--- src/rtl/gps_ca_pkg.sv ---
// Shared constants and types for the GPS L1 C/A code generator and mixer.
// Holds code length, LFSR geometry, feedback masks, default PRN 1 taps,
// the mix mode encoding and a tap range check used at tap latch time.
package gps_ca_pkg;

    localparam int CA_LEN = 1023;
    localparam int LFSR_W = 10;

    // Bit i-1 of the register holds stage i; a mask bit marks a feedback stage.
    // G1: 1 + x^3 + x^10 -> stages 3, 10.
    localparam logic [LFSR_W-1:0] G1_MASK = 10'b10_0000_0100;
    // G2: 1 + x^2 + x^3 + x^6 + x^8 + x^9 + x^10 -> stages 2, 3, 6, 8, 9, 10.
    localparam logic [LFSR_W-1:0] G2_MASK = 10'b11_1010_0110;

    localparam logic [3:0] DEF_TAP_A = 4'd2;
    localparam logic [3:0] DEF_TAP_B = 4'd6;

    typedef enum logic [1:0] {
        MODE_BYPASS = 2'b00,
        MODE_MIX    = 2'b01,
        MODE_CODE   = 2'b10,
        MODE_INV    = 2'b11
    } mix_mode_e;

    function automatic logic tap_ok(input logic [3:0] t);
        return (t != 4'd0) && (t <= 4'd10);
    endfunction

endpackage

--- src/rtl/ca_lfsr_pair.sv ---
// G1/G2 Gold code pair with latched PRN taps and chip output.
// Latency: state changes on the edge after shift_i/load_i; chip_o is a pure decode of registers.
// Ports: load_i restarts both LFSRs and latches taps, shift_i advances one chip,
//        chip_o is the current chip, tap_err_o flags an out-of-range latched tap.
module ca_lfsr_pair
    import gps_ca_pkg::*;
(
    input  logic       clk,
    input  logic       rst_n,
    input  logic       load_i,
    input  logic       shift_i,
    input  logic [3:0] tap_a_i,
    input  logic [3:0] tap_b_i,
    output logic       chip_o,
    output logic       tap_err_o
);

    logic [LFSR_W-1:0] g1_q;
    logic [LFSR_W-1:0] g2_q;
    logic [3:0]        tap_a_q;
    logic [3:0]        tap_b_q;
    logic              tap_err_q;

    always_ff @(posedge clk) begin
        if (!rst_n) begin
            g1_q      <= '1;
            g2_q      <= '1;
            tap_a_q   <= DEF_TAP_A;
            tap_b_q   <= DEF_TAP_B;
            tap_err_q <= 1'b0;
        end else if (load_i) begin
            // A load always wins over a coincident shift.
            g1_q      <= '1;
            g2_q      <= '1;
            tap_a_q   <= tap_a_i;
            tap_b_q   <= tap_b_i;
            tap_err_q <= !(tap_ok(tap_a_i) && tap_ok(tap_b_i));
        end else if (shift_i) begin
            g1_q <= {g1_q[LFSR_W-2:0], ^(g1_q & G1_MASK)};
            g2_q <= {g2_q[LFSR_W-2:0], ^(g2_q & G2_MASK)};
        end
    end

    // Padding to 16 bits lets a 4-bit tap index any value without going out
    // of range; invalid taps are masked by tap_err_q anyway.
    logic [15:0] g2_ext;
    logic        sel_a;
    logic        sel_b;

    always_comb begin
        g2_ext = {6'b0, g2_q};
        sel_a  = g2_ext[tap_a_q - 4'd1];
        sel_b  = g2_ext[tap_b_q - 4'd1];
        chip_o = tap_err_q ? g1_q[LFSR_W-1] : (g1_q[LFSR_W-1] ^ sel_a ^ sel_b);
    end

    assign tap_err_o = tap_err_q;

endmodule

--- src/rtl/ca_code_mixer.sv ---
// C/A code generator at a programmable chip rate, mixed into a registered sample stream.
// Latency: 1 cycle sample_in -> mix_out; load takes effect on the next cycle.
// No backpressure: sample_valid is a pure qualifier, every valid sample is mixed and forwarded.
// Ports: en gates the chip clock only, load restarts the code with new taps,
//        mode selects bypass/mix/code-only/inverted mix, chip_idx/epoch report code phase.
module ca_code_mixer
    import gps_ca_pkg::*;
#(
    parameter int CLK_DIV = 16,
    parameter int IN_W    = 1
) (
    input  logic            clk,
    input  logic            rst_n,
    input  logic            en,
    input  logic            load,
    input  logic [3:0]      prn_tap_a,
    input  logic [3:0]      prn_tap_b,
    input  logic [1:0]      mode,
    input  logic            sample_valid,
    input  logic [IN_W-1:0] sample_in,
    output logic [IN_W-1:0] mix_out,
    output logic            mix_valid,
    output logic            code_chip,
    output logic [9:0]      chip_idx,
    output logic            epoch,
    output logic            tap_err
);

    localparam int DIV_W = $clog2(CLK_DIV);
    localparam logic [IN_W-1:0] S_ONE = IN_W'(1);
    localparam logic [IN_W-1:0] S_MIN = S_ONE << (IN_W - 1);
    localparam logic [IN_W-1:0] S_MAX = ~S_MIN;

    // ---------------- chip timing ----------------
    logic [DIV_W-1:0] div_cnt_q;
    logic [9:0]       chip_idx_q;
    logic             epoch_q;
    logic             advance;

    assign advance = en && (div_cnt_q == DIV_W'(CLK_DIV - 1));

    always_ff @(posedge clk) begin
        if (!rst_n) begin
            div_cnt_q  <= '0;
            chip_idx_q <= '0;
            epoch_q    <= 1'b0;
        end else if (load) begin
            div_cnt_q  <= '0;
            chip_idx_q <= '0;
            epoch_q    <= 1'b0;
        end else begin
            // Only a natural 1022 -> 0 wrap produces an epoch pulse.
            epoch_q <= advance && (chip_idx_q == 10'(CA_LEN - 1));
            if (advance) begin
                div_cnt_q  <= '0;
                chip_idx_q <= (chip_idx_q == 10'(CA_LEN - 1)) ? 10'd0 : chip_idx_q + 10'd1;
            end else if (en) begin
                div_cnt_q <= div_cnt_q + DIV_W'(1);
            end
        end
    end

    ca_lfsr_pair u_lfsr (
        .clk       (clk),
        .rst_n     (rst_n),
        .load_i    (load),
        .shift_i   (advance),
        .tap_a_i   (prn_tap_a),
        .tap_b_i   (prn_tap_b),
        .chip_o    (code_chip),
        .tap_err_o (tap_err)
    );

    // ---------------- sample datapath ----------------
    logic [IN_W-1:0] mix_q;
    logic [IN_W-1:0] mix_d;
    logic            mix_valid_q;
    logic            chip_eff;
    logic [IN_W-1:0] neg_s;

    always_comb begin
        chip_eff = (mode == MODE_INV) ? ~code_chip : code_chip;
        // Negating the most negative value would overflow; clamp to max positive.
        neg_s    = (sample_in == S_MIN) ? S_MAX : (~sample_in + S_ONE);
        mix_d    = mix_q;
        if (sample_valid) begin
            unique case (mix_mode_e'(mode))
                MODE_BYPASS: mix_d = sample_in;
                MODE_MIX, MODE_INV: begin
                    if (IN_W == 1) mix_d = sample_in ^ {IN_W{chip_eff}};
                    else           mix_d = chip_eff ? neg_s : sample_in;
                end
                MODE_CODE: begin
                    if (IN_W == 1) mix_d = {IN_W{code_chip}};
                    else           mix_d = code_chip ? '1 : S_ONE;
                end
            endcase
        end
    end

    always_ff @(posedge clk) begin
        if (!rst_n) begin
            mix_q       <= '0;
            mix_valid_q <= 1'b0;
        end else begin
            mix_q       <= mix_d;
            mix_valid_q <= sample_valid;
        end
    end

    assign mix_out   = mix_q;
    assign mix_valid = mix_valid_q;
    assign chip_idx  = chip_idx_q;
    assign epoch     = epoch_q;

endmodule
--- config.mk ---
export PLATFORM = sky130hd
export DESIGN_NAME = ca_code_mixer
export DESIGN_NICKNAME = d
export VERILOG_FILES = /design/src/rtl/gps_ca_pkg.sv /design/src/rtl/ca_lfsr_pair.sv /design/src/rtl/ca_code_mixer.sv
export SDC_FILE = /design/constraint.sdc
export NUM_CORES = 1
export LEC_CHECK = 0
export ABC_AREA = 0
export CORE_MARGIN = 4
export CORE_UTILIZATION = 37
export DETAILED_ROUTE_END_ITERATION = 10
export PLACE_DENSITY_LB_ADDON = 0.1
export SYNTH_ARGS = -nofsm -noshare
export SYNTH_HDL_FRONTEND = slang
export SYNTH_HIERARCHICAL = 1
export SYNTH_SLANG_ARGS = --single-unit
--- constraint.sdc ---
create_clock -name clk -period 2.6 [get_ports clk]
set_input_delay 0.52 -clock clk [delete_from_list [all_inputs] [get_ports clk]]
set_output_delay 0.52 -clock clk [all_outputs]
set_load 0.1 [all_outputs]
==> results of run 1 <==
==> registers in the layout, indices dropped and copies added, names as in the netlist <==
signal	flops
mix_valid	1
epoch	1
div_cnt_q	4
mix_out	1
u_lfsr/tap_b_q	4
u_lfsr/tap_err_o	1
u_lfsr/g1_q	10
chip_idx	10
u_lfsr/tap_a_q	4
u_lfsr/g2_q	10
==> cell type report <==
type                            count  area [um^2]  share of cell area
Multi-Input combinational cell    191         1420               0.464
Inverter                            9         36.3              0.0119
Tap cell                           75         93.8              0.0307
Timing Repair Buffer               55          475               0.156
Clock buffer                        7          108              0.0352
Sequential cell                    46          926               0.303
==> report_power, final <==
| group | switching, uW | internal (uW) |
|---|---|---|
| clock network | 238 | 269 |
| registers | 10.1 | 716 |
| logic | 160 | 138 |
| total | 408 | 1120 |
==> stage by stage <==
stage               std cells  total power [uW]   util
floorplan                 256               919      -
global placement          373              1020  0.476
detailed placement        373              1020  0.476
CTS                       383              1550  0.504
global route              383              1610  0.507
finish                    383              1530  0.507
==> metal layers <==
metal | part of all wire | vias to the layer above
met4 | 0.016 | 0
li1 | - | 1000
met5 | 0 | -
met3 | 0.036 | 9
met2 | 0.46 | 26
met1 | 0.49 | 882
==> placed cells by master, fill, tap and decap left out, types with 6 or more instances in the layout <==
master / synthesis / final
xnor2_1: 16 / 15
clkdlybuf4s50_1: 0 / 15
nor2_1: 17 / 17
inv_1: 9 / 7
mux2i_1: 31 / 30
o21ai_0: 10 / 10
nand2_1: 34 / 34
nor3_1: 6 / 6
nor2b_1: 10 / 10
clkbuf_8: 1 / 6
dfxtp_1: 46 / 44
buf_4: 0 / 38
==> worst min-delay path, cell delays in order, from the launching register on <==
cell	delay [ns]
dfxtp_1	0.33
mux2i_1	0.07
nand2_1	0.05
==> repair_timing <==
action | CTS | global route
cloned | 0 | 0
setup endpoints to repair | 2 | 2
setup buffers | 3 | 0
pin swaps | 3 | 1
gates resized for setup | 7 | 5
hold buffers | 0 | 0
==> worst max path at each step <==
stage | to | slack [ns] | startpoint
2_1_floorplan | mix_out$_SDFFE_PN0P_ | -1.01 | u_lfsr/tap_a_q[0]$_SDFFE_PN0P_
3_3_place_gp | code_chip | -0.20 | u_lfsr/tap_b_q[0]$_SDFFE_PN0P_
3_5_place_dp | code_chip | -0.21 | u_lfsr/tap_b_q[0]$_SDFFE_PN0P_
4_1_cts | code_chip | -0.46 | u_lfsr/tap_a_q[1]$_SDFFE_PN1P_
5_1_grt | code_chip | -0.57 | u_lfsr/tap_b_q[0]$_SDFFE_PN0P_
6_report | code_chip | -0.43 | u_lfsr/tap_b_q[0]$_SDFFE_PN0P_
==> kinds of logic (layout without fill, tap and decap cells) <==
family / count (synthesis) / in the layout
AND/OR/NAND/NOR: 100 / 100
multiplexers: 31 / 31
XOR/XNOR: 21 / 21
flip-flops: 46 / 46
AO/OA/AOI/OAI: 34 / 34
adder cells (fa/ha/maj): 5 / 5
buffers and inverters: 19 / 71
==> flow_summary.yaml, run 1 <==
place:
  dp_hpwl_mm: 3.53
  place.gp.congestion: 0.784
  placed_area_um2: 2870
  io_buffers: 30
  pre_cts_ws_ns: -0.211
drt:
  drtIter0Drc: 67
  wirelength_mm: 4.90
  drt_pass1_iterations: 4
  drt-vias-per-instance: 5.01
  postRouteAntennaNets: 0
  drc: 0
  num_vias: 1917
  wl_per_cell_um: 12.8
critical_path:
  crit_family: "simple AND/OR/NAND/NOR gates"
  cp_slowest_cell: "nor4b_4"
  cpPeakStageDelay_ns: 0.36
  cp-start-kind: "register"
  critical_path_depth: 9
  arrival_ns: 2.51
  path_max_fanout: 6
  r2r_cells: 12
  crit_required_ns: 2.08
  r2r_setup_slack_ns: -0.18
  path_cells: "inv_1 > ha_2 > buf_4 > mux2i_1 > a31oi_2 > nand3_2 > nor4b_2 > nor4b_4 > buf_12"
  worst_setup_path_end_kind: "output pin"
  r2r-end: "mix_out$_SDFFE_PN0P_"
  crit_buf_inv: 3
  r2r-start: "u_lfsr/tap_b_q[0]$_SDFFE_PN0P_"
  critPathKind: "register to output pin"
synth:
  synth_top_family_by_area: "simple AND/OR/NAND/NOR gates"
  synth_flop_cell: "dfxtp_1"
  synth_top_cell_area_share: 0.394
  yosys.area_share.xor_xnor: 0.0788
  synth.most_common_cell: "dfxtp_1"
  synthMuxAreaShare: 0.133
  synth_nets: 277
  synthTopCellsByArea: "dfxtp_1 (39%), mux2i_1 (13%), xnor2_1 (6.0%)"
  ys_ff_latch: 46
  synth_edf_count: 0
  synth_compound_area_frac: 0.106
  syn_area_per_cell_um2: 9.12
  ys_seq_area_frac: 0.394
  synthCells: 256
  yosys_warnings: 6
  yosys-top-cells-count: "dfxtp_1 (46), nand2_1 (34), mux2i_1 (31)"
  async_reset_ff_frac: 0
  synth.largest_area_cell: "dfxtp_1"
  synth_area_um2: 2330
  synth_fa_ha_area_frac: 0.0268
  synth-simple-area-share: 0.223
  synth_cell_type_count: 45
clock_tree:
  clock-root-buffer: "clkbuf_8"
  numCtsBuffers: 5
  path_clk_slew_ns: 0.08
  cts.htree.levels: 2
  cts.path.max_buffers: 2
  cts_tree: "done"
  worstSkewPairLatency_ns: 0.30
  clkSinkCount: 46
global_route:
  antenna_found_initial: 0
  grt_pass1_wl_mm: 8.45
  grt_pass1_vias: 1828
  use_met2: 0.214
  gr-usage-met1: 0.185
  grt_busiest_layer: "met2"
  grtUsageMet3: 0.0312
  grt.overflow.total: 0
  grt_max_degree: 26
  grt_usage: 0.137
final_layout:
  fillCellCount: 578
  antenna_cells: 0
  area_growth_pct: 30.9
  nets: 329
  drive_above_1_share: 0.224
  finish.instance_area_um2: 3060
run:
  cap_violations: 0
sta:
  maxSlewHeadroom: 0.703
  rsz0062_at_grt: "true"
  slew_viol_final: 0
  fin_skew_ns: 0.00576
  fin_setup_tns_ns: -0.615
  holdWs_ns: 0.475
  setup_viol: 2
  fmax_mhz: 330
  period_share: 1.17
  final-hold-violation-count: 0
  tightest_slew_ns: 0.444
  fin_crit_ns: 3.03
  setup_ws_ns: -0.431
floorplan:
  pin_count: 31
  rows: 28
  core_um2: 6030
  die_area_um2: 7640
  start_util: 0.387
  die_h_um: 87.4
  die_width_um: 87.4
min_path:
  min-delay-start: "u_lfsr/g1_q[7]$_SDFFE_PP1P_"
  holdCritPathClass: "register to register"
  whs_path_depth: 2
  worstHoldEndpoint: "u_lfsr/g1_q[8]$_SDFFE_PP1P_"
run_status:
  violations: "setup timing"
  status: "finished, violations left"
power_and_ir_drop:
  cellLeakagePower_uw: 0.00118
  irDropWorstVdd_mv: 0.244
  power.density_nw_per_um2: 501
Power figures use the tool's default switching activity.
==> run 2, diff against run 1 <==
==> constraint.sdc (replaced) <==
create_clock -name clk -period 2.6 [get_ports clk]
set_input_delay 0.52 -clock clk [delete_from_list [all_inputs] [get_ports clk]]
set_output_delay 0.52 -clock clk [all_outputs]
set_load 0.05 [all_outputs]
==> flow_summary.yaml, run 2 (synthesized netlist as in run 1, its figures left out) <==
floorplan:
  die_h_um: 87.4
  core_um2: 6030
  rows: 28
  die_width_um: 87.4
  pin_count: 31
  die_area_um2: 7640
  start_util: 0.387
clock_tree:
  clock-root-buffer: "clkbuf_8"
  cts_tree: "done"
  clkSinkCount: 46
  numCtsBuffers: 5
  worstSkewPairLatency_ns: 0.29
  cts.path.max_buffers: 2
  cts.htree.levels: 2
  path_clk_slew_ns: 0.08
  ctsHoldBuffers: 0
sta:
  fmax_mhz: 331
  tightest_slew_ns: 0.497
  fin_setup_tns_ns: -0.638
  setup_ws_ns: -0.421
  slew_viol_final: 0
  final-hold-violation-count: 0
  fin_skew_ns: 0.00595
  fin_crit_ns: 3.02
  period_share: 1.16
  setup_viol: 2
  holdWs_ns: 0.476
  rsz0062_at_grt: "true"
  maxSlewHeadroom: 0.668
place:
  place_inst: 374
  dp_hpwl_mm: 3.56
  io_buffers: 30
  place.gp.congestion: 0.787
  pre_cts_ws_ns: -0.240
drt:
  wirelength_mm: 4.80
  postRouteAntennaNets: 0
  drt_pass1_iterations: 4
  drt-vias-per-instance: 4.95
  drc: 0
  wl_per_cell_um: 12.5
  drtIter0Drc: 67
  num_vias: 1906
final_layout:
  drive_above_1_share: 0.177
  area_growth_pct: 32.5
  nets: 330
  antenna_cells: 0
  seqCellArea_um2: 926
  final_common_cell: "dfxtp_1"
  fillCellCount: 591
  layout_common_cells: "dfxtp_1 (44), nand2_1 (34), mux2i_1 (30)"
  layout.cells.non_filler: 385
  multi_input_area_um2: 1430
run_status:
  violations: "setup timing"
  status: "finished, violations left"
critical_path:
  arrival_ns: 2.50
  critPathKind: "register to output pin"
  cp-start-kind: "register"
  crit_required_ns: 2.08
  worst_setup_path_end_kind: "output pin"
  path_max_fanout: 4
power_and_ir_drop:
  p_total_uw: 1460
  irDropWorstVdd_mv: 0.288
  power.density_nw_per_um2: 472
  cellLeakagePower_uw: 0.00115
min_path:
  holdCritPathClass: "register to register"
global_route:
  grt_pass1_vias: 1810
  grt_max_degree: 26
  grt_pass1_wl_mm: 8.31
  grt_usage: 0.135
  grt.overflow.total: 0
  antenna_found_initial: 0
run:
  cap_violations: 0
run 2: changes by cell type in the layout (fill, tap and decap cells not counted), sizes merged:
cell	change
buf	-13
clkbuf	-1
clkdlybuf4s50	+14
clkinv	+1
inv	+1
run 2: power by group:
| group | total [uW] | leakage (uW) | switching, uW | internal [uW] |
|---|---|---|---|---|
| clock | 451 | 0.0000515 | 237 | 215 |
| combinational | 280 | 0.000725 | 134 | 147 |
| sequential | 727 | 0.000374 | 10.8 | 716 |
run 2: worst paths after layout:
kind / end / depth (start not counted) / slack [ns] / from
setup / recovery: code_chip / 9 / -0.42 / u_lfsr/tap_a_q[0]$_SDFFE_PN0P_
setup reg to reg: mix_out$_SDFFE_PN0P_ / 12 / -0.22 / u_lfsr/tap_a_q[0]$_SDFFE_PN0P_
hold / removal: u_lfsr/g1_q[7]$_SDFFE_PP1P_ / 2 / 0.48 / u_lfsr/g1_q[6]$_SDFFE_PP1P_
hold reg to reg: u_lfsr/g1_q[7]$_SDFFE_PP1P_ / 2 / 0.48 / u_lfsr/g1_q[6]$_SDFFE_PP1P_
run 2: worst max-delay path, stage by stage, from the launching register on:
cell	delay, ns
dfxtp_4	0.38
inv_4	0.04
ha_4	0.24
mux2i_4	0.20
a2111oi_4	0.30
nor3_2	0.10
o22ai_2	0.24
o311ai_2	0.14
nor4b_4	0.39
buf_12	0.18
run 2: routing by layer:
| layer | part of all wire | global-route usage |
|---|---|---|
| met4 | 0.0060 | 0.0377 |
| met5 | 0 | 0 |
| met1 | 0.48 | 0.175 |
| met3 | 0.036 | 0.0312 |
| met2 | 0.48 | 0.225 |
run 2: area by class of cell:
cell class,count,share of cell area
Multi-Input combinational cell,191,0.461
Clock buffer,6,0.0267
Inverter,9,0.0117
Sequential cell,46,0.299
Tap cell,75,0.0303
Timing Repair Buffer,56,0.167
Clock inverter,2,0.00364
run 2: stage by stage:
stage,util,area [um^2]
detailed placement,0.483,2910
global route,0.513,3090
floorplan,-,2380
finish,0.513,3090
global placement,0.483,2910
CTS,0.506,3050
run 2: timing repair:
item / 4_1_cts / 5_1_grt
setup endpoints to repair: 2 / 2
endpoints found under the hold margin: 0 / 0
pin swaps: 3 / 6
buffers inserted: 1 / 2
resized for setup: 6 / 5
